<file path="src/rtl/cache_ctrl.sv">
// Controller FSM in front of a direct-mapped, write-through, no-write-allocate cache.
// Optional CACHE_CTRL_STATS_EN adds saturating hit/miss/write counters.
module cache_ctrl #(
    parameter int unsigned LOG_NUM_LINES  = 2,
    parameter int unsigned LOG_NUM_BLOCKS = 1,
    parameter int unsigned DATA_WIDTH     = 32,
    parameter int unsigned ADDR_WIDTH     = 8
`ifdef CACHE_CTRL_STATS_EN
    ,
    parameter int unsigned STAT_WIDTH     = 16
`endif
) (
    input  logic                  clk,
    input  logic                  rst,
    input  logic                  cpu_req_valid,
    output logic                  cpu_req_ready,
    input  logic                  cpu_we,
    input  logic [ADDR_WIDTH-1:0] cpu_addr,
    input  logic [DATA_WIDTH-1:0] cpu_wdata,
    output logic                  cpu_resp_valid,
    output logic [DATA_WIDTH-1:0] cpu_rdata,
    output logic                  cache_update,
    output logic                  cache_write_en,
    output logic [ADDR_WIDTH-1:0] cache_addr,
    output logic [DATA_WIDTH-1:0] cache_wdata,
    input  logic                  cache_hit,
    input  logic [DATA_WIDTH-1:0] cache_rdata,
    output logic                  mem_req_valid,
    input  logic                  mem_req_ready,
    output logic                  mem_we,
    output logic [ADDR_WIDTH-1:0] mem_addr,
    output logic [DATA_WIDTH-1:0] mem_wdata,
    input  logic                  mem_resp_valid,
    input  logic [DATA_WIDTH-1:0] mem_rdata
`ifdef CACHE_CTRL_STATS_EN
    ,
    output logic [STAT_WIDTH-1:0] stat_hits,
    output logic [STAT_WIDTH-1:0] stat_misses,
    output logic [STAT_WIDTH-1:0] stat_writes
`endif
);

    localparam int unsigned NUM_BLOCKS = 1 << LOG_NUM_BLOCKS;
    localparam int unsigned BEAT_W     = (LOG_NUM_BLOCKS > 0) ? LOG_NUM_BLOCKS : 1;
    localparam int unsigned TAG_LSB    = LOG_NUM_BLOCKS + LOG_NUM_LINES;

    localparam logic [ADDR_WIDTH-1:0] OFF_MASK  = ADDR_WIDTH'(NUM_BLOCKS - 1);
    localparam logic [ADDR_WIDTH-1:0] IDX_MASK  = ADDR_WIDTH'((1 << LOG_NUM_LINES) - 1);
    localparam logic [BEAT_W-1:0]     LAST_BEAT = BEAT_W'(NUM_BLOCKS - 1);

    localparam logic [2:0] S_IDLE        = 3'd0;
    localparam logic [2:0] S_CHECK       = 3'd1;
    localparam logic [2:0] S_MEM_RD_REQ  = 3'd2;
    localparam logic [2:0] S_MEM_RD_WAIT = 3'd3;
    localparam logic [2:0] S_MEM_WR_REQ  = 3'd4;
    localparam logic [2:0] S_MEM_WR_WAIT = 3'd5;
    localparam logic [2:0] S_RESP        = 3'd6;

    // Word address of a given beat within the line holding addr: {tag, index, beat}.
    function automatic logic [ADDR_WIDTH-1:0] f_fill_addr(
        input logic [ADDR_WIDTH-1:0] addr,
        input logic [BEAT_W-1:0]     beat
    );
        logic [ADDR_WIDTH-1:0] tag_part;
        logic [ADDR_WIDTH-1:0] idx_part;
        tag_part = (addr >> TAG_LSB) << TAG_LSB;
        idx_part = ((addr >> LOG_NUM_BLOCKS) & IDX_MASK) << LOG_NUM_BLOCKS;
        return tag_part | idx_part | (ADDR_WIDTH'(beat) & OFF_MASK);
    endfunction

    logic [2:0]            r_state;
    logic                  r_we;
    logic [ADDR_WIDTH-1:0] r_addr;
    logic [DATA_WIDTH-1:0] r_wdata;
    logic [BEAT_W-1:0]     r_beat;
    logic [ADDR_WIDTH-1:0] r_fill_addr;
    logic [DATA_WIDTH-1:0] r_fill_data;
    logic                  r_cpu_resp_valid;
    logic [DATA_WIDTH-1:0] r_cpu_rdata;
    logic                  r_cache_update;
    logic                  r_cache_write_en;
    logic                  r_mem_req_valid;
    logic                  r_mem_we;
    logic [ADDR_WIDTH-1:0] r_mem_addr;
    logic [DATA_WIDTH-1:0] r_mem_wdata;

    logic [2:0]            w_state_nxt;
    logic                  w_we_nxt;
    logic [ADDR_WIDTH-1:0] w_addr_nxt;
    logic [DATA_WIDTH-1:0] w_wdata_nxt;
    logic [BEAT_W-1:0]     w_beat_nxt;
    logic [ADDR_WIDTH-1:0] w_fill_addr_nxt;
    logic [DATA_WIDTH-1:0] w_fill_data_nxt;
    logic                  w_cpu_resp_valid_nxt;
    logic [DATA_WIDTH-1:0] w_cpu_rdata_nxt;
    logic                  w_cache_update_nxt;
    logic                  w_cache_write_en_nxt;
    logic                  w_mem_req_valid_nxt;
    logic                  w_mem_we_nxt;
    logic [ADDR_WIDTH-1:0] w_mem_addr_nxt;
    logic [DATA_WIDTH-1:0] w_mem_wdata_nxt;
    logic                  w_offset_match;
    logic                  w_last_beat;

    assign w_offset_match = ((ADDR_WIDTH'(r_beat) & OFF_MASK) == (r_addr & OFF_MASK));
    assign w_last_beat    = (r_beat == LAST_BEAT);

    // Next-state and next-output logic; registered outputs are computed one cycle ahead.
    always_comb begin
        w_state_nxt          = r_state;
        w_we_nxt             = r_we;
        w_addr_nxt           = r_addr;
        w_wdata_nxt          = r_wdata;
        w_beat_nxt           = r_beat;
        w_fill_addr_nxt      = r_fill_addr;
        w_fill_data_nxt      = r_fill_data;
        w_cpu_resp_valid_nxt = 1'b0;
        w_cpu_rdata_nxt      = r_cpu_rdata;
        w_cache_update_nxt   = 1'b0;
        w_cache_write_en_nxt = 1'b0;
        w_mem_req_valid_nxt  = r_mem_req_valid;
        w_mem_we_nxt         = r_mem_we;
        w_mem_addr_nxt       = r_mem_addr;
        w_mem_wdata_nxt      = r_mem_wdata;

        case (r_state)
            S_IDLE: begin
                if (cpu_req_valid) begin
                    w_we_nxt             = cpu_we;
                    w_addr_nxt           = cpu_addr;
                    w_wdata_nxt          = cpu_wdata;
                    // Store write strobe lands in CHECK, while cache_addr shows the request.
                    w_cache_write_en_nxt = cpu_we;
                    w_state_nxt          = S_CHECK;
                end
            end
            S_CHECK: begin
                if (r_we) begin
                    w_mem_req_valid_nxt = 1'b1;
                    w_mem_we_nxt        = 1'b1;
                    w_mem_addr_nxt      = r_addr;
                    w_mem_wdata_nxt     = r_wdata;
                    w_state_nxt         = S_MEM_WR_REQ;
                end else if (cache_hit) begin
                    w_cpu_rdata_nxt      = cache_rdata;
                    w_cpu_resp_valid_nxt = 1'b1;
                    w_state_nxt          = S_IDLE;
                end else begin
                    w_beat_nxt          = '0;
                    w_mem_req_valid_nxt = 1'b1;
                    w_mem_we_nxt        = 1'b0;
                    w_mem_addr_nxt      = f_fill_addr(r_addr, '0);
                    w_state_nxt         = S_MEM_RD_REQ;
                end
            end
            S_MEM_RD_REQ: begin
                if (mem_req_ready) begin
                    w_mem_req_valid_nxt = 1'b0;
                    w_state_nxt         = S_MEM_RD_WAIT;
                end
            end
            S_MEM_RD_WAIT: begin
                if (mem_resp_valid) begin
                    w_cache_update_nxt = 1'b1;
                    w_fill_addr_nxt    = f_fill_addr(r_addr, r_beat);
                    w_fill_data_nxt    = mem_rdata;
                    if (w_offset_match) begin
                        w_cpu_rdata_nxt = mem_rdata;
                    end
                    if (w_last_beat) begin
                        w_cpu_resp_valid_nxt = 1'b1;
                        w_state_nxt          = S_RESP;
                    end else begin
                        w_beat_nxt          = r_beat + BEAT_W'(1);
                        w_mem_req_valid_nxt = 1'b1;
                        w_mem_we_nxt        = 1'b0;
                        w_mem_addr_nxt      = f_fill_addr(r_addr, r_beat + BEAT_W'(1));
                        w_state_nxt         = S_MEM_RD_REQ;
                    end
                end
            end
            S_MEM_WR_REQ: begin
                if (mem_req_ready) begin
                    w_mem_req_valid_nxt = 1'b0;
                    w_state_nxt         = S_MEM_WR_WAIT;
                end
            end
            S_MEM_WR_WAIT: begin
                if (mem_resp_valid) begin
                    w_cpu_resp_valid_nxt = 1'b1;
                    w_state_nxt          = S_RESP;
                end
            end
            S_RESP: begin
                w_state_nxt = S_IDLE;
            end
            default: begin
                w_state_nxt = S_IDLE;
            end
        endcase
    end

    always_ff @(posedge clk or posedge rst) begin
        if (rst) begin
            r_state          <= S_IDLE;
            r_we             <= 1'b0;
            r_addr           <= '0;
            r_wdata          <= '0;
            r_beat           <= '0;
            r_fill_addr      <= '0;
            r_fill_data      <= '0;
            r_cpu_resp_valid <= 1'b0;
            r_cpu_rdata      <= '0;
            r_cache_update   <= 1'b0;
            r_cache_write_en <= 1'b0;
            r_mem_req_valid  <= 1'b0;
            r_mem_we         <= 1'b0;
            r_mem_addr       <= '0;
            r_mem_wdata      <= '0;
        end else begin
            r_state          <= w_state_nxt;
            r_we             <= w_we_nxt;
            r_addr           <= w_addr_nxt;
            r_wdata          <= w_wdata_nxt;
            r_beat           <= w_beat_nxt;
            r_fill_addr      <= w_fill_addr_nxt;
            r_fill_data      <= w_fill_data_nxt;
            r_cpu_resp_valid <= w_cpu_resp_valid_nxt;
            r_cpu_rdata      <= w_cpu_rdata_nxt;
            r_cache_update   <= w_cache_update_nxt;
            r_cache_write_en <= w_cache_write_en_nxt;
            r_mem_req_valid  <= w_mem_req_valid_nxt;
            r_mem_we         <= w_mem_we_nxt;
            r_mem_addr       <= w_mem_addr_nxt;
            r_mem_wdata      <= w_mem_wdata_nxt;
        end
    end

    // Fill beats steer the cache port while cache_update is high; otherwise the request does.
    assign cache_addr     = r_cache_update ? r_fill_addr : r_addr;
    assign cache_wdata    = r_cache_update ? r_fill_data : r_wdata;
    assign cpu_req_ready  = (r_state == S_IDLE);
    assign cpu_resp_valid = r_cpu_resp_valid;
    assign cpu_rdata      = r_cpu_rdata;
    assign cache_update   = r_cache_update;
    assign cache_write_en = r_cache_write_en;
    assign mem_req_valid  = r_mem_req_valid;
    assign mem_we         = r_mem_we;
    assign mem_addr       = r_mem_addr;
    assign mem_wdata      = r_mem_wdata;

`ifdef CACHE_CTRL_STATS_EN
    logic [STAT_WIDTH-1:0] r_stat_hits;
    logic [STAT_WIDTH-1:0] r_stat_misses;
    logic [STAT_WIDTH-1:0] r_stat_writes;
    logic                  w_in_check;

    assign w_in_check = (r_state == S_CHECK);

    // Classification happens once per request, in CHECK; counters stick at all-ones.
    always_ff @(posedge clk or posedge rst) begin
        if (rst) begin
            r_stat_hits   <= '0;
            r_stat_misses <= '0;
            r_stat_writes <= '0;
        end else begin
            if (w_in_check && !r_we && cache_hit && (r_stat_hits != '1)) begin
                r_stat_hits <= r_stat_hits + STAT_WIDTH'(1);
            end
            if (w_in_check && !r_we && !cache_hit && (r_stat_misses != '1)) begin
                r_stat_misses <= r_stat_misses + STAT_WIDTH'(1);
            end
            if (w_in_check && r_we && (r_stat_writes != '1)) begin
                r_stat_writes <= r_stat_writes + STAT_WIDTH'(1);
            end
        end
    end

    assign stat_hits   = r_stat_hits;
    assign stat_misses = r_stat_misses;
    assign stat_writes = r_stat_writes;
`endif

endmodule

</file>
<file path="config.mk">
export PLATFORM = sky130hd
export DESIGN_NAME = cache_ctrl
export DESIGN_NICKNAME = d
export VERILOG_FILES = /design/src/rtl/cache_ctrl.sv
export SDC_FILE = /design/constraint.sdc
export NUM_CORES = 1
export LEC_CHECK = 0
export CAP_MARGIN = 20
export CORE_MARGIN = 1
export CORE_UTILIZATION = 42
export DETAILED_ROUTE_END_ITERATION = 7
export PLACE_DENSITY = 0.86
export SKIP_CTS_REPAIR_TIMING = 1
export SYNTH_ARGS = -nofsm -noshare
export SYNTH_HDL_FRONTEND = slang
export SYNTH_SLANG_ARGS = --single-unit
</file>
<file path="constraint.sdc">
create_clock -name clk -period 5.35 [get_ports clk]
set_clock_uncertainty 0.15 [all_clocks]
set_input_delay 1.07 -clock clk [delete_from_list [all_inputs] [get_ports clk]]
set_output_delay 1.07 -clock clk [all_outputs]
set_load 0.02 [all_outputs]
</file>
# Word-level counts from Yosys, hierarchy flattened
# Index checks and enable logic that the tools add are counted.
# totals
reg_bits	162
word_cells	94
input_bits	111
output_inout_bits	118
# op_classes
n_eq_ne	18
addsub	1
mux	45
n_bitwise	3
reduce_logical	12
# ops
op	n
$mux W32	5
$pmux W32 S2	1
$mux W8	5
$mux W3	7
$mux W1	20
$ne A2 B2 Y1 const B	10
$pmux W3 S6	1
$or A8 B1 Y8	2
$pmux W8 S2	1
$reduce_and A5 Y1	3
$or A8 B3 Y8	1
$reduce_and A4 Y1	2
$eq A3 B2 Y1 const B	2
$eq A3 B3 Y1 const B	2
$pmux W1 S3	2
$reduce_and A2 Y1	3
$pmux W1 S2	2
$eq A3 B1 Y1 const B	1
$logic_not A3 Y1	1
$ne A3 B3 Y1 const B	1
$reduce_bool A3 Y1	1
$mux W2	1
$ne A2 B1 Y1 const B	1
$reduce_bool A2 Y1	1
3 further kinds	3

# Longest topological paths before layout
# Gate-level depths: netlist (run 1).
# logic_depth
word_depth	5
depth_mapped	7
depth_no_buf	5

# Worst setup path before layout (run 1)
# OpenSTA, ideal clock, no wires.
# synth_timing
path_type	input-to-reg
from	input port cache_hit
to	register r_cpu_rdata[20] (netlist: cpu_rdata[20])
path_slack_ns	2.846
path_buffers	1
arrival_time_ns	2.229
t_required_ns	5.075
path_stages	5
path_cell_list	nor2b_1 -> o21ai_0 -> a21oi_2 -> buf_4 -> mux2_2
# synth_via
elab_chain_cells	2
# synth_rtl
item	line	source
from (decl)	26	input logic cache_hit,
$ne A2 B2 Y1 (no source line)	n/a	
$reduce_and A5 Y1 (no source line)	n/a	
to (signal assigned)	229	r_cpu_rdata <= w_cpu_rdata_nxt;
to (decl)	79	logic [DATA_WIDTH-1:0] r_cpu_rdata;
# No other way between the ends.
# A chain may end at the register's enable or synchronous reset.

# Final worst setup path (run 1)
# layout_timing
from	register r_cache_update (netlist: cache_update)
to	output port cache_wdata[26]
# layout_via
elab_chain_cells	1
# layout_rtl
item	line	source
from (decl)	80	logic r_cache_update;
from (signal assigned)	230	r_cache_update <= w_cache_update_nxt;
$mux W32	241	assign cache_wdata = r_cache_update ? r_fill_data : r_wdata;
to (decl)	25	output logic [DATA_WIDTH-1:0] cache_wdata,
# No other way between the ends.

==> results of run 1 <==
==> kinds of logic (layout without fill, tap and decap cells) <==
logic type / Yosys count / in the layout / synth area share
flip-flops: 162 / 162 / 0.576
multiplexers: 184 / 184 / 0.295
AND/OR/NAND/NOR: 146 / 146 / 0.0847
XOR/XNOR: 1 / 1 / 0.00125
AO/OA/AOI/OAI: 18 / 18 / 0.0183
buffers and inverters: 34 / 268 / 0.0251
==> flip-flops by register name, indices dropped and copies added, names as in the netlist, 3 cells and up <==
name,count
cpu_rdata,32
mem_addr,8
mem_wdata,32
r_addr,8
r_fill_addr,8
r_fill_data,32
r_state,3
r_wdata,32
==> critical path, cell delays in order, from the launching register on <==
cell and delay [ns]:
dfrtp_2 1.06, mux2_2 0.43, clkdlybuf4s50_1 0.56
==> cell usage after synthesis, types with 2 or more instances <==
library cell,number
nor2b_1,6
buf_2,9
dfrtp_1,162
mux2_2,183
buf_4,10
clkbuf_1,9
o21ai_0,3
nand3_1,2
and2_1,2
nand2b_1,3
buf_1,3
a21oi_1,8
inv_1,3
nor2_1,4
nand2_1,125
==> per-layer routing <==
| layer | part of all wire | vias up |
|---|---|---|
| met5 | 0 | - |
| met4 | 0.022 | 0 |
| met3 | 0.065 | 29 |
| met2 | 0.50 | 161 |
| met1 | 0.41 | 2476 |
| li1 | - | 2303 |
==> final cells by class <==
class                           instances  area share
Sequential cell                       162       0.401
Multi-Input combinational cell        349       0.279
Timing Repair Buffer                  233       0.234
Clock buffer                           20      0.0461
Tap cell                              216      0.0267
Clock inverter                         12      0.0129
Inverter                                3     0.00148
==> cells in the final DEF, fill, tap and decap left out, drive strengths merged <==
cell,instances
clkdlybuf4s50,228
mux2,184
dfrtp,162
nand2,125
clkbuf,20
a21oi,9
clkinv,8
nor2b,6
buf,5
nor2,4
nand2b,3
o21ai,3
clkinvlp,3
and2,2
bufinv,2
nand3,2
inv,2
nor3b,1
and3b,1
a221oi,1
nor3,1
xnor2,1
and3,1
o21bai,1
o2bb2ai,1
a21o,1
a31o,1
o22ai,1
==> stage by stage <==
step	area (um^2)	util	setup slack (ns)	total power [mW]	std cells
after floorplan	7040	-	2.07	3.91	545
after global placement	9480	0.588	1.69	5.14	961
after detailed placement	9480	0.588	1.62	5.21	961
after CTS	10100	0.625	1.61	6.46	993
after global routing	10100	0.628	1.56	6.78	995
final	10100	0.628	1.64	6.42	995
==> how the worst min path moves through the flow <==
stage	endpoint	slack (ns)	depth (start not counted)
after floorplan	r_fill_data[0]$_DFFE_PP0P_	0.29	2
after global placement	r_fill_data[21]$_DFFE_PP0P_	0.30	2
after detailed placement	r_fill_data[22]$_DFFE_PP0P_	0.31	2
after CTS	r_fill_data[9]$_DFFE_PP0P_	0.32	2
after global routing	r_fill_data[18]$_DFFE_PP0P_	0.34	2
final	r_fill_data[18]$_DFFE_PP0P_	0.32	2
==> power by group through the flow <==
stage	Sequential (mW)	Combinational [mW]	Clock, mW
global placement	2.22	2.92	0
floorplan	2.48	1.43	0
finish	2.23	2.98	1.21
global route	2.32	3.17	1.29
CTS	2.23	2.99	1.24
detailed placement	2.24	2.97	0
==> run metrics, run 1 <==
result of the run=completed; Syn Std Cell Area=~7000 um^2; library cell occupying the most area in the post-synthesis netlist=dfrtp_1; actual transition at the worst max-transition pin=around 1.1 ns; Crit Path Max Fanout=41; post-synthesis cell type count=28; vias per cell=4.99; number of vias in the routed layout=about 5000; Worst slew margin=0.287; number of fill cells in the layout=about 1300; maximum count of clock buffers along a single path=2; routing usage on met2=0.353; Combinational Power Share=0.464; crit path capture=cache_wdata[26]; count of state elements after synthesis=162; fraction of the yosys area taken by sequential cells=0.576; global-route wire length before repair=between 20 and 30 mm; Critical Path Start=cache_update$_DFF_PP0_; hold path startpoint=r_fill_data[18]$_DFFE_PP0P_; detailed-router iteration count before antenna repair=4; NetSw=between 2 and 2.5 mW; clock tree from TritonCTS=yes; Final Hold Viols=0; fraction of synthesized cell area taken by the top area cell type=0.576; Boundary Pins=between 200 and 250; startpoint of the worst-slack reg-to-reg timing path=r_state[0]$_DFFE_PP0P_; max-capacitance violation count=0; antenna diode count=0; Final HPWL DP=~11 mm; DRC=0; share of the clock period used by the worst path after layout=0.693; initial antenna violation count=0; power share of the sequential group=0.347; Slew Limit Fails=0; HP Class=flip-flop to flip-flop; Port Buffer Count=228; buffer cell driving the clock tree root=clkbuf_16; Die Y=131 um; terminus of the critical flop-to-flop path=cpu_rdata[1]$_DFFE_PP0P_; worst hold slack=between 0.3 and 0.4 ns; cell area power density=634 nW/um^2; largest net degree at the start of global routing=~140; flop2flop setup slack=2.64 ns; Final TNS setup=0 ns; Synth area leaders=dfrtp_1 (58%), mux2_2 (29%), nand2_1 (6.7%), buf_4 (1.1%), buf_2 (0.64%); GRT Max-Usage Layer=met2; die width=between 100 and 150 um; area growth from synthesis to final layout=43.9%; Max Freq=approximately 270 MHz; Crit Path Category=flip-flop to primary output; post-DR wirelength/cell=17.3 um; Mapped Nets=approximately 660; initial core utilization=0.437; internal power component=roughly 4.2 mW; Total Die Area=between 15000 and 20000 um^2; source-to-sink clock delay at the later pin of the worst-skew pair=0.41 ns; data arrival at the endpoint of the critical path=2.49 ns; sum of overflow across all layers after global routing=0; number of synthesized flops with an enable pin=0; Total Nets Final=slightly below 900; H-tree lvl count=4; Clock Power Share=0.189; critical path startpoint category=flip-flop; worst supply voltage drop on vdd=~340 uV; Leakage=approximately 4.3 nW; share of layout cells above drive strength 1=0.295; setup repair after global routing missed its margin=no; routed wire length=about 17 mm; Mean Syn Cell Area=12.9 um^2; FFs w/ async S/R, synth=1.00; met3 Track Usage GR=0.0552; clock buffer count from CTS=17; GP Congestion=roughly 0.8; register area=approximately 4100 um^2; Worst setup EP type=primary output; row count=between 40 and 50; total area of multi-input combinational cells=2820 um^2; Sw Ratio=0.349; worst reg2reg path depth=4; Worst EP required=4.13 ns; final setup fails=0; number of warning messages in the yosys log=0; GR met1 Demand/Resource=0.256; remaining number of nets flagged by the antenna check after routing=0; total global-route track usage=0.210; via count of the first global-routing pass=5314; Starting DRT DRC Count=227; number of instances in the synthesized netlist=545; clock edge transition at the registers on the reported setup and hold paths=approximately 0.060 ns; Core ar.=about 16000 um^2; dominant register cell in the synthesized netlist=dfrtp_1; post-layout minimum cycle time=~3.7 ns; number of clock sinks=between 150 and 200
Note: power is estimated with default switching activity, not from simulation.
==> run 2, diff against run 1 <==
--- a/config.mk
+++ b/config.mk
@@ -7,9 +7,9 @@
 export LEC_CHECK = 0
 export CAP_MARGIN = 20
 export CORE_MARGIN = 1
-export CORE_UTILIZATION = 42
+export CORE_UTILIZATION = 46
 export DETAILED_ROUTE_END_ITERATION = 7
-export PLACE_DENSITY = 0.86
+export PLACE_DENSITY = 0.89
 export SKIP_CTS_REPAIR_TIMING = 1
 export SYNTH_ARGS = -nofsm -noshare
 export SYNTH_HDL_FRONTEND = slang
==> constraint.sdc (replaced) <==
create_clock -name clk -period 3.66 [get_ports clk]
set_clock_uncertainty 0.15 [all_clocks]
set_input_delay 0.732 -clock clk [delete_from_list [all_inputs] [get_ports clk]]
set_output_delay 0.732 -clock clk [all_outputs]
set_load 0.02 [all_outputs]
==> run 2 against run 1 <==
Net effect:
- largest power group unchanged
- the run now ends with design-rule violations left
- global-route usage rose by 3.0 points
- register-to-register slack got worse by 1.5 ns
- first-iteration DRC count fell by 25%
- critical path type unchanged
- utilization rose by 5.6 points
- clock-buffer cell count rose by 1
- highest routed layer unchanged
==> run metrics, run 2 (synthesis results as in run 1) <==
Total Die Area=15800 um^2 (-8.6%); cell depth of the worst setup path=3 (+1); Crit Path Category=flip-flop to primary output; Core ar.=14800 um^2 (-8.4%); setup repair after global routing missed its margin=no; max-capacitance violation count=0 (unchanged); total design power=9.38 mW (+46%); Critical Path Start=cache_update$_DFF_PP0_; worst reg2reg path depth=3 (-1); Leakage=4.31 nW (-0.13%); H-tree lvl count=4 (unchanged); final cell area excluding filler cells=10100 um^2 (-0.27%); detailed-router iteration count before antenna repair=8 (+4); Worst EP required=2.78 ns (-1.35 ns); most used cells in the layout excluding fill and tap cells=clkdlybuf4s50_1 (228), mux2_2 (183), dfrtp_1 (161); share of layout cells above drive strength 1=0.294 (-0.00166); sum of overflow across all layers after global routing=0 (unchanged); startpoint of the worst-slack reg-to-reg timing path=r_state[0]$_DFFE_PP0P_; delay of the slowest cell on the worst path=0.71 ns (-0.35 ns); data arrival at the endpoint of the critical path=2.35 ns (-0.14 ns); Worst setup EP type=primary output; buffer cell driving the clock tree root=clkbuf_16; number of vias in the routed layout=5019 (+1.0%); Final HPWL DP=12.5 mm (+10%); clock buffer count from CTS=17 (unchanged); cells traversed along the worst timing path=buf_12, mux2_2, clkdlybuf4s50_1; post-layout minimum cycle time=between 3 and 4 ns; most common library cell in the layout ignoring fill and taps=clkdlybuf4s50_1; Crit Path Max Fanout=22 (-46%); area growth from synthesis to final layout=43.5%; Worst slew margin=0.362 (+0.0750); DRC=13 (+13); crit path capture=cache_wdata[20]; routed wire length=18.1 mm (+4.9%); source-to-sink clock delay at the later pin of the worst-skew pair=0.41 ns (about the same); cell area power density=930 nW/um^2 (+47%); number of clock sinks=162 (unchanged); post-DR wirelength/cell=18.7 um (+8.3%); Die Y=126 um (-4.4%); vias per cell=5.21 (+4.3%); Final TNS setup=0 ns (unchanged); remaining number of nets flagged by the antenna check after routing=0 (unchanged); Port Buffer Count=228 (unchanged); Boundary Pins=229 (unchanged); Slew Limit Fails=0 (unchanged); flop2flop setup slack=1.15 ns (-1.49 ns); HP Class=flip-flop to flip-flop; final setup fails=0 (unchanged); maximum count of clock buffers along a single path=2 (unchanged); Critical-path top delay cell=dfrtp_2; result of the run=finished with violations; terminus of the critical flop-to-flop path=mem_wdata[12]$_DFFE_PP0P_; share of the clock period used by the worst path after layout=0.883; largest net degree at the start of global routing=68 (-52%); initial core utilization=0.477 (+0.0403); global-route wire length before repair=29.2 mm (+2.7%); Starting DRT DRC Count=170 (-25%); delay-heaviest family, CP=buffers and inverters; total global-route track usage=0.240 (+0.0302); via count of the first global-routing pass=5682 (+6.9%); die width=126 um (-4.4%); critical path startpoint category=flip-flop; initial antenna violation count=0 (unchanged); GP Congestion=0.805 (+1.6%); Placement Cell Area=9530 um^2 (+0.50%); clock tree from TritonCTS=yes; antenna diode count=0 (unchanged); Bufs and invs on worst path=2 (+1); Total Nets Final=880 (+0.34%); violations in the final reports=design-rule violations; worst supply voltage drop on vdd=413 uV (+21%); actual transition at the worst max-transition pin=0.956 ns (-0.112 ns); Max Freq=between 300 and 400 MHz; clock edge transition at the registers on the reported setup and hold paths=0.06 ns (about the same); Final Hold Viols=0 (unchanged); row count=44 (-4.3%)
==> run 2: cell types whose count changed in the layout (fill, tap and decap cells not counted), sizes merged <==
cell      previous run  this run
buf                  5         8
clkbuf              20        21
clkinv               8         4
clkinvlp             3         5
inv                  2         1
==> run 2: layout make-up <==
type,count,area (um^2)
Tap cell,184,230
Clock inverter,9,109
Inverter,3,15.0
Timing Repair Buffer,236,2400
Sequential cell,162,4060
Fill cell,1053,4660
Clock buffer,21,460
Multi-Input combinational cell,349,2820
==> run 2: layer usage <==
| metal | vias up | share of wire | global-route usage |
|---|---|---|---|
| met5 | - | 0 | 0 |
| met4 | 0 | 0.015 | 0.0739 |
| met3 | 21 | 0.066 | 0.0709 |
| met2 | 180 | 0.53 | 0.438 |
| met1 | 2516 | 0.39 | 0.270 |
| li1 | 2302 | - | - |
==> run 2: power breakdown <==
part / internal (mW) / total, mW / switching (mW) / leakage, nW
clock network: 1.03 / 1.71 / 0.680 / 0.267
registers: 2.69 / 3.29 / 0.600 / 1.96
logic: 2.37 / 4.39 / 2.02 / 2.07
==> run 2: worst min path at each step <==
stage                                        endpoint  depth (start not counted)                         from  slack (ns)
after global routing       r_fill_addr[0]$_DFFE_PP0P_                          2   r_fill_addr[0]$_DFFE_PP0P_        0.35
after detailed placement  r_fill_data[31]$_DFFE_PP0P_                          2  r_fill_data[31]$_DFFE_PP0P_        0.31
after CTS                 r_fill_data[31]$_DFFE_PP0P_                          2  r_fill_data[31]$_DFFE_PP0P_        0.33
final                     r_fill_data[31]$_DFFE_PP0P_                          2  r_fill_data[31]$_DFFE_PP0P_        0.32
after global placement    r_fill_data[10]$_DFFE_PP0P_                          2  r_fill_data[10]$_DFFE_PP0P_        0.30
after floorplan            r_fill_data[0]$_DFFE_PP0P_                          2   r_fill_data[0]$_DFFE_PP0P_        0.29
==> run 2: metrics by stage <==
stage | hold WS [ns] | cells | utilization | setup slack (ns)
after floorplan | 0.290 | 545 | - | 0.721
after global placement | 0.303 | 934 | 0.646 | 0.838
after detailed placement | 0.312 | 934 | 0.646 | 0.781
after CTS | 0.327 | 964 | 0.684 | 0.409
after global routing | 0.349 | 964 | 0.684 | 0.357
final | 0.324 | 964 | 0.684 | 0.430
==> run 2: worst min-delay path: cells and delay by family (launching register included) <==
| kind | cells | cell delay (ns) |
|---|---|---|
| flip-flops | 1 | 0.34 |
| AND/OR/NAND/NOR | 2 | 0.10 |
==> RTL edit 1 (flow settings as in run 2) <==
`LOG_NUM_BLOCKS`: 1 -> 2.
--- a/src/rtl/cache_ctrl.sv
+++ b/src/rtl/cache_ctrl.sv
@@ -4,3 +4,3 @@
     parameter int unsigned LOG_NUM_LINES  = 2,
-    parameter int unsigned LOG_NUM_BLOCKS = 1,
+    parameter int unsigned LOG_NUM_BLOCKS = 2,
     parameter int unsigned DATA_WIDTH     = 32,
Formal check against the unedited RTL: not equivalent (a bounded check fails within 4 cycles, from zero or initial values and one cycle with rst high).
==> RTL edit 1 against run 2 <==
- power up 8.6%
- wire length up 4.1%
- first-iteration DRC count up 49%
- setup slack gained 0.14 ns
- count of clock-buffer cells in the layout grew 1
- sequential cell count up 1
- synthesized area is 0.25% higher
- design area down 0.85%
- critical path type unchanged
==> RTL edit 1: results (changes against run 2) <==
Compound-Gate Fraction of Synth Area -> 0.0937 (+0.0753)
TritonRoute pass-1 iters -> 4 (-4)
Ys async rst share -> 1.00 (unchanged)
R2R depth -> 5 (+2)
Reg-to-reg endpoint -> cpu_rdata[24]$_DFFE_PP0P_
Pre-CTS setup slack -> 0.690 ns (-0.0914 ns)
Hold path cells -> 2 (unchanged)
CP delay by family, top -> buffers and inverters
Xor/xnor share of the synthesized area -> 0.00373 (+0.00248)
Hold Worst Slack -> 0.333 ns (+0.00863 ns)
Cell variety after synth -> 45 (+61%)
DR WL/cell -> 20.7 µm (+11%)
Syn Inst Count -> 489 (-10%)
DP Area -> 9450 µm² (-0.84%)
Max VDD drop -> 0.562 mV (+36%)
Post-DP HPWL -> 12900 µm (+2.7%)
Share of layout cells above drive strength 1 -> 0.278 (-0.0156)
First-pass GRT wire length -> 29800 µm (+1.8%)
Total Routing Usage GR -> 0.248 (+0.00727)
Worst EP arrival -> 2.21 ns (-0.14 ns)
Synthesized net count -> 601 (-8.4%)
Adder-cell area share of the yosys netlist -> 0.00177 (+0.00177)
Synth cell count leaders -> dfrtp_1 (163), mux2_2 (148), o22ai_1 (32), a2bb2oi_1 (31), buf_6 (12)
Cells after DPL -> 875 (-6.3%)
M3 GR Usage -> 0.0692 (-0.00170)
DRT iter0 DRCs -> 253 (+49%)
Layout Nets -> 822 (-6.6%)
CP max stage cell -> dfrtp_2
CTS root buf -> clkbuf_16
Vias in the first global route -> 5458 (-3.9%)
Met2 Use GR -> 0.427 (-0.0114)
Top post-synthesis cells by area -> dfrtp_1 (58%), mux2_2 (24%), a2bb2oi_1 (3.8%), o22ai_1 (2.8%), buf_6 (1.9%)
Sequential area share after synthesis -> 0.578 (+0.00212)
Via Count -> 4963 (-1.1%)
Met3 wire length -> 1200 µm (+0.25%)
Hold path start -> r_fill_addr[0]$_DFFE_PP0P_
Internal reg-to-reg setup slack -> 0.78 ns (-0.37 ns)
Worst reg2reg path startpoint -> r_state[1]$_DFFE_PP0P_
Largest net degree at the start of global routing -> 94 (+38%)
Met1 WL -> 7760 µm (+11%)
Worst-Margin Slew -> 0.957 ns (+0.000824 ns)
Static leakage -> 4.12 nW (-4.4%)
M1 GR Usage -> 0.300 (+0.0300)
RePlAce Congestion -> 0.894 (+11%)
WHS Endpoint -> r_fill_addr[0]$_DFFE_PP0P_
Via density -> 5.47 (+5.1%)
Mux contribution to synthesized area -> 0.254 (-0.0408)
Met2 Wirelength -> 9580 µm (-0.49%)
Detail Route Antenna Nets -> 0 (unchanged)
Outcome -> completed
## RTL edit 1: cell count changes after synthesis, sizes merged, moves of 3 or more
| cell | before | now |
|---|---|---|
| nor2b | 6 | 2 |
| o22ai | 1 | 32 |
| nand3 | 2 | 5 |
| a31oi | 0 | 3 |
| nand2 | 125 | 9 |
| mux2 | 184 | 158 |
| buf | 22 | 29 |
| a2bb2oi | 0 | 32 |
## RTL edit 1: final cells by class
class	instances	area [µm²]
Clock buffer	22	454
Clock inverter	10	109
Fill cell	1037	4740
Inverter	4	18.8
Multi-Input combinational cell	284	2700
Sequential cell	163	4080
Tap cell	184	230
Timing Repair Buffer	240	2420
## RTL edit 1: cells by family after synthesis
| kind of cell | Yosys count |
|---|---|
| fa+ha+maj | 1 |
| buf+inv | 42 |
| simple gates | 33 |
| mux | 159 |
| compound gates | 88 |
| xor+xnor | 3 |
| flops | 163 |
## RTL edit 1: where the power goes
group	internal, mW	switching (mW)	leakage [nW]
Clock	1.02	0.695	0.274
Sequential	2.72	0.627	1.92
Combinational	2.72	2.42	1.92
## RTL edit 1: worst max-delay path by stage
stage / from / end / slack [ns] / depth (start not counted)
5_1_grt: cache_update$_DFF_PP0_ / cache_wdata[24] / 0.49 / 3
3_3_place_gp: mem_resp_valid / mem_addr[2]$_DFFE_PP0P_ / 0.75 / 4
3_5_place_dp: mem_resp_valid / mem_addr[6]$_DFFE_PP0P_ / 0.69 / 4
4_1_cts: cache_update$_DFF_PP0_ / cache_wdata[12] / 0.53 / 3
2_1_floorplan: rst / cache_update$_DFF_PP0_ / 0.71 / 1
6_report: cache_update$_DFF_PP0_ / cache_wdata[12] / 0.57 / 3
## RTL edit 1: worst min-delay path, delay by kind of cell, from the launching register on
family / cells / cell delay, ns
compound gates: 1 / 0.06
simple gates: 1 / 0.04
flops: 1 / 0.34
==> RTL edit 2 (flow settings as in run 2) <==
Made on the original files. Take the reset off `r_mem_wdata` and load it in a clocked block of its own.
--- a/src/rtl/cache_ctrl.sv
+++ b/src/rtl/cache_ctrl.sv
@@ -218,3 +218,2 @@
             r_mem_addr       <= '0;
-            r_mem_wdata      <= '0;
         end else begin
@@ -234,4 +233,7 @@
             r_mem_addr       <= w_mem_addr_nxt;
-            r_mem_wdata      <= w_mem_wdata_nxt;
         end
+    end
+
+    always_ff @(posedge clk) begin
+        r_mem_wdata <= w_mem_wdata_nxt;
     end
Formal check against the unedited RTL: differs if rst is asserted again (counterexample within 4 cycles, from zero or initial values and one cycle with rst high); with rst held inactive, the same outputs for 4 cycles.
==> RTL edit 2 against run 2 <==
- via count down 3.9%
- fmax up 0.92%
- design area down 1.8%
- synthesized area down 3.2%
- wire length down 4.7%
- power down 6.3%
- sequential share of layout area up 2.3 points
- sequential cell count unchanged
- cell count down 3.6%
- utilization up 0.065 points
- setup slack better by 0.029 ns
- critical path type unchanged
- largest cell class unchanged
==> RTL edit 2: results (changes against run 2) <==
Outcome -> completed
First-pass GRT wire length -> 26400 µm (-9.6%)
M3 GR Usage -> 0.0705 (-0.000430)
Met2 Wirelength -> 8780 µm (-8.8%)
Total power draw -> 8.79 mW (-6.3%)
Static leakage -> 4.13 nW (-4.2%)
Total Routing Usage GR -> 0.233 (-0.00731)
Pre-CTS setup slack -> 0.705 ns (-0.0762 ns)
Post-route insts no fill -> 929 (-3.6%)
Met3 wire length -> 1080 µm (-9.8%)
Worst Path Max Fanout -> 21 (-4.5%)
Layout Nets -> 843 (-4.2%)
RePlAce Congestion -> 0.801 (-0.51%)
Sequential area share after synthesis -> 0.619 (+0.0426)
Internal power -> 5.84 mW (-4.1%)
DRT iter0 DRCs -> 242 (+42%)
Share of layout cells above drive strength 1 -> 0.267 (-0.0265)
Met2 Use GR -> 0.398 (-0.0403)
Post-DP HPWL -> 11600 µm (-7.6%)
Max VDD drop -> 0.431 mV (+4.3%)
Number of flops mapped to enable cells by yosys -> 32 (+32)
Cell variety after synth -> 33 (+18%)
Top post-synthesis cells by area -> dfrtp_1 (48%), mux2_2 (25%), edfxtp_1 (14%), nand2_1 (6.7%), buf_4 (0.88%)
Clk pwr share -> 0.213 (+0.031)
Cells after DPL -> 897 (-4.0%)
M1 GR Usage -> 0.271 (+0.000794)
Largest net degree at the start of global routing -> 72 (+5.9%)
Via density -> 5.19 (-0.31%)
Synthesized net count -> 616 (-6.1%)
Mapped Avg Cell Area -> 13.5 µm² (+4.5%)
Worst-Margin Slew -> 0.902 ns (-0.0540 ns)
Vias in the first global route -> 5168 (-9.0%)
-- RTL edit 2: cell count changes after synthesis, moves of 2 or more --
| cell | delta |
|---|---|
| a32o_1 | +2 |
| buf_4 | -2 |
| dfrtp_1 | -32 |
| nor2b_1 | -5 |
| edfxtp_1 | +32 |
| a21oi_1 | -2 |
| mux2_2 | -31 |
| buf_2 | -3 |
| nand3_1 | -2 |
| nand2_1 | -3 |
| nand2b_1 | +2 |
-- RTL edit 2: area by class of cell --
class                           count  area (µm²)
Fill cell                         997        4560
Sequential cell                   162        4220
Multi-Input combinational cell    313        2450
Timing Repair Buffer              235        2380
Clock buffer                       21         460
Tap cell                          184         230
Clock inverter                     11         160
Inverter                            3        15.0
-- RTL edit 2: cell families (layout without fill, tap and decap cells) --
| logic type | Yosys count | after routing | share of synthesized area |
|---|---|---|---|
| AND/OR/NAND/NOR | 141 | 141 | 0.0849 |
| flip-flops | 162 | 162 | 0.619 |
| buffers and inverters | 30 | 270 | 0.0220 |
| XOR/XNOR | 2 | 2 | 0.00257 |
| AO/OA/AOI/OAI | 18 | 18 | 0.0204 |
| multiplexers | 152 | 152 | 0.251 |
-- RTL edit 2: final timing paths --
kind	slack [ns]	to	start	cells past startpoint
hold / removal	0.31	mem_wdata[19]$_DFFE_PP_	r_wdata[19]$_DFFE_PP0P_	0
max in group asynchronous	1.90	cache_update$_DFF_PP0_	rst	3
min in group asynchronous	0.58	r_fill_data[9]$_DFFE_PP0P_	rst	2
setup / recovery	0.46	cache_wdata[5]	cache_update$_DFF_PP0_	3
setup reg to reg	1.18	mem_addr[7]$_DFFE_PP0P_	r_state[2]$_DFFE_PP0P_	3
hold reg to reg	0.31	mem_wdata[19]$_DFFE_PP_	r_wdata[19]$_DFFE_PP0P_	0
